[src/rtl/multiplier_pkg.sv]
// Shared definitions for the shift-add/subtract multiplier controller and its bench.
package multiplier_pkg;

    localparam int N_BITS_DEFAULT = 8;

    typedef enum logic [2:0] {
        IDLE  = 3'd0,
        CLR   = 3'd1,
        ADD   = 3'd2,
        SHIFT = 3'd3,
        HOLD  = 3'd4
    } ctrl_state_t;

endpackage

[src/rtl/multiplier_ctrl.sv]
// Sequencer for the 8-bit signed shift-add/subtract multiplier: clears X:A, runs
// N_BITS add/shift iterations (subtracting on the last), then holds until run drops.
module multiplier_ctrl
    import multiplier_pkg::*;
#(
    parameter int N_BITS = N_BITS_DEFAULT
) (
    input  logic clk,
    input  logic reset,
    input  logic run,
    input  logic load_b,
    input  logic clear_a,
    input  logic m,
    output logic ld_b,
    output logic clr_xa,
    output logic ld_xa,
    output logic sub_add,
    output logic shift,
    output logic busy,
    output logic done
);

    localparam int CW = $clog2(N_BITS);
    localparam logic [CW-1:0] LAST = CW'(N_BITS - 1);

    ctrl_state_t   r_state;
    ctrl_state_t   w_next;
    logic [CW-1:0] r_cnt;
    logic [CW-1:0] w_cnt_next;
    logic          r_run_q;
    logic          r_armed;
    logic          w_start;

    assign w_start = run & ~r_run_q;

    // r_armed keeps every strobe quiet in the first cycle after reset release.
    always_ff @(posedge clk or posedge reset) begin
        if (reset) begin
            r_state <= IDLE;
            r_cnt   <= '0;
            r_run_q <= 1'b1;
            r_armed <= 1'b0;
        end else begin
            r_state <= w_next;
            r_cnt   <= w_cnt_next;
            r_run_q <= run;
            r_armed <= 1'b1;
        end
    end

    always_comb begin
        w_next     = r_state;
        w_cnt_next = r_cnt;
        ld_b       = 1'b0;
        clr_xa     = 1'b0;
        ld_xa      = 1'b0;
        sub_add    = 1'b0;
        shift      = 1'b0;
        busy       = 1'b0;
        done       = 1'b0;
        case (r_state)
            IDLE: begin
                if (w_start) begin
                    w_next = CLR;
                end else begin
                    ld_b   = load_b;
                    clr_xa = clear_a;
                end
            end
            CLR: begin
                clr_xa     = 1'b1;
                busy       = 1'b1;
                w_cnt_next = '0;
                w_next     = ADD;
            end
            ADD: begin
                busy    = 1'b1;
                ld_xa   = m;
                sub_add = (r_cnt != LAST);
                w_next  = SHIFT;
            end
            SHIFT: begin
                shift = 1'b1;
                busy  = 1'b1;
                if (r_cnt == LAST) begin
                    w_next = HOLD;
                end else begin
                    w_cnt_next = r_cnt + 1'b1;
                    w_next     = ADD;
                end
            end
            HOLD: begin
                done = 1'b1;
                if (!run) w_next = IDLE;
            end
            default: w_next = IDLE;
        endcase
        if (!r_armed) begin
            ld_b    = 1'b0;
            clr_xa  = 1'b0;
            ld_xa   = 1'b0;
            sub_add = 1'b0;
            shift   = 1'b0;
            busy    = 1'b0;
            done    = 1'b0;
        end
    end

endmodule

[config.mk]
export PLATFORM = sky130hd
export DESIGN_NAME = multiplier_ctrl
export DESIGN_NICKNAME = d
export VERILOG_FILES = /design/src/rtl/multiplier_pkg.sv /design/src/rtl/multiplier_ctrl.sv
export SDC_FILE = /design/constraint.sdc
export NUM_CORES = 1
export LEC_CHECK = 0
export ABC_AREA = 1
export CORE_AREA = 2 2 39 41
export CTS_BUF_LIST = sky130_fd_sc_hd__clkbuf_4
export CTS_CLUSTER_SIZE = 8
export DETAILED_ROUTE_END_ITERATION = 6
export DIE_AREA = 0 0 41 43
export PLACE_DENSITY = 0.59
export SETUP_SLACK_MARGIN = 0.5
export SLEW_MARGIN = 25
export SYNTH_ARGS = -nofsm -noshare
export SYNTH_HDL_FRONTEND = slang
export SYNTH_SLANG_ARGS = --single-unit
[constraint.sdc]
create_clock -name clk -period 1.4 [get_ports clk]
set_input_delay 0.14 -clock clk [delete_from_list [all_inputs] [get_ports clk]]
set_output_delay 0.14 -clock clk [all_outputs]
set_load 0.01 [all_outputs]
==> run_results.csv <==
group,metric,value,unit
clocking,clock_path_buffers,2,
synthesis,synth-seq-area-share,45.10,%
grt,grt_pass1_wl,1.890,mm
flow_run,cap_violations,0,
power_and_ir_drop,p_total,0.001756,W
detailed_routing,ant_nets,0,
sta,skew,0.003541,ns
sta,slew_violations,0,
final_layout,fillers,115,
detailed_routing,wl_per_cell,11.23,um
sta,rsz0062_at_grt,"true",
sta,fmax,708.4,MHz
synthesis,avgSynthCellArea,7.701,um^2
synthesis,ys_seq_elements,8,
die,die_y,43,um
sta,setup_slack,-0.01154,ns
synthesis,yosys_warnings,0,
power_and_ir_drop,p_leak,0.4612,nW
place,port_buffers,12,
detailed_routing,vias,500,
sta,setup_viol,2,
setup_path,crit_path_max_fanout,2,
place,dp_hpwl,804.2,um
setup_path,cp-end-kind,"output pin",
final_layout,syn_to_final_growth,94.12,%
grt,grt.overflow.total,0,
clocking,clk_pin_slew,0.06,ns
hold_path,hp-class,"in2async",
power_and_ir_drop,power_density,2025,mW/mm^2
setup_path,crit_required,1.26,ns
grt,first_global_vias,473,
synthesis,netlist_area,446.7,um^2
place,dp.cells,98,
grt,grtUsageTotal,16.63,%
die,start_util,32.28,%
die,num_io_pins,13,
die,rows,14,
detailed_routing,drt_iter0_markers,7,
setup_path,worst-setup-path-type,"reg2out",
final_layout,layout_common_cells,"14 x buf_4, 10 x nand2_1, 8 x inv_1",
setup_path,cp.arrival,1.27,ns
detailed_routing,drt_pass1_iterations,4,
final_layout,antenna_cells,0,
clocking,cts_tree,"done",
outcome,status,"finished, violations left",
sta,post-route-period-util,100.8,%
detailed_routing,drc,0,
clocking,htree_levels,1,
synthesis,postSynthCellCount,58,
clocking,clock_latency,0.25,ns
detailed_routing,wirelength,1.247,mm
grt,antenna_found_initial,0,
clocking,numCtsBuffers,3,
place,place_congestion,0.8104,
detailed_routing,vias_per_cell,4.505,
outcome,violations,"negative setup slack",
place,place_area,723.2,um^2
final_layout,nets,104,
clocking,ctsHoldBuffers,0,
die,core-area,0.001384,mm^2
final_layout,utilization,62.66,%
synthesis,post_synth_num_cell_types,16,
die,fp.dieArea,0.001763,mm^2
final_layout,drive_gt1_share,58.95,%
grt,grt_start_max_net_pins,9,
clocking,cts_sinks,8,
sta,hold_violations,0,
power_and_ir_drop,ir_drop,1.016,mV
final_layout,fin_cells,111,
clocking,root_buffer,"clkbuf_4",
die,die_w,41,um
sta,fin_crit,1.412,ns
final_layout,layout_commonest_cell,"buf_4",
setup_path,cp-start-kind,"register",
final_layout,design_area,867.1,um^2
synthesis,syn_nets,66,
[final timing paths]
path | slack, ns | to | from | depth (start not counted)
min in group clk | 0.51 | r_run_q$_DFF_PP1_ | run | 2
min | 0.13 | r_state[1]$_DFFE_PP0P_ | reset | 2
max | -0.01 | sub_add | r_cnt[0]$_DFFE_PP0P_ | 4
max reg2reg | 0 | r_cnt[2]$_DFFE_PP0P_ | r_cnt[0]$_DFFE_PP0P_ | 9
max in group asynchronous | 0.98 | r_run_q$_DFF_PP1_ | reset | 2
min reg2reg | 0.57 | r_cnt[1]$_DFFE_PP0P_ | r_cnt[1]$_DFFE_PP0P_ | 4
[metrics by stage]
stage                     hold slack (ns)  setup TNS (ns)  setup slack (ns)
after floorplan                  -0.04513               0            0.2946
after global placement             0.4013         -0.6914           -0.1526
after detailed placement           0.4127         -0.7755           -0.1929
after CTS                          0.1387        -0.03535          -0.03535
after global routing               0.1561         -0.4577          -0.08993
final                              0.1328        -0.01245          -0.01154
[report_power, final]
| part | internal (W) | switching (W) | leakage, nW |
|---|---|---|---|
| clock network | 0.000129 | 0.0000804 | 0.0184 |
| registers | 0.000317 | 0.0000758 | 0.0936 |
| logic | 0.000631 | 0.000523 | 0.349 |
| total | 0.00108 | 0.000679 | 0.461 |
[critical path, cell delays in order, from the launching register on]
cell and delay [ns]:
dfrtp_1 0.38, ha_2 0.20, ha_4 0.16, nor3_2 0.13, buf_2 0.15
[sequential cells by signal, summed over array words and instances, names as in the netlist]
name / cells
r_cnt: 3
r_state: 3
r_armed: 1
r_run_q: 1
[layer usage]
metal  wire length (um)  global-route usage, %  up-vias
met2                639                  25.62       14
li1                   -                      -      256
met1                517                  19.27      228
met5                  0                      0        -
met3                 77                  3.141        2
met4                 13                  12.00        0
[area by class of cell]
cell class,instances,area [um^2],area share (%)
inverters,11,46.29,5.339
clock buffers,4,30.03,3.463
multi-input cells,39,290.3,33.48
well taps,16,20.02,2.309
repair buffers,33,277.8,32.03
flip-flops and latches,8,202.7,23.38
[synthesized netlist by cell type, drive strengths merged]
master	n	area, um^2
a21boi	1	7.510
conb	1	3.750
dfrtp	7	175.2
dfstp	1	26.28
ha	2	25.02
inv	11	41.29
nand2	15	56.30
nand3	5	25.02
nand3b	1	7.510
nand4	1	6.260
nor2	7	33.78
nor3	2	10.01
nor3b	1	12.51
o21ai	2	10.01
or2	1	6.260
[cells by family after synthesis]
group	share of synthesized area [%]
AO/OA/AOI/OAI	3.922
adder cells (fa/ha/maj)	5.601
buffers and inverters	9.244
flip-flops	45.10
other	0.8395
AND/OR/NAND/NOR	35.29
[what timing repair did]
action,4_1_cts,5_1_grt
setup buffers,6,3
pin swaps,16,11
gates resized for setup,44,10
endpoints found under the setup margin,13,13
No activity file was read; power rests on OpenSTA's default activity.
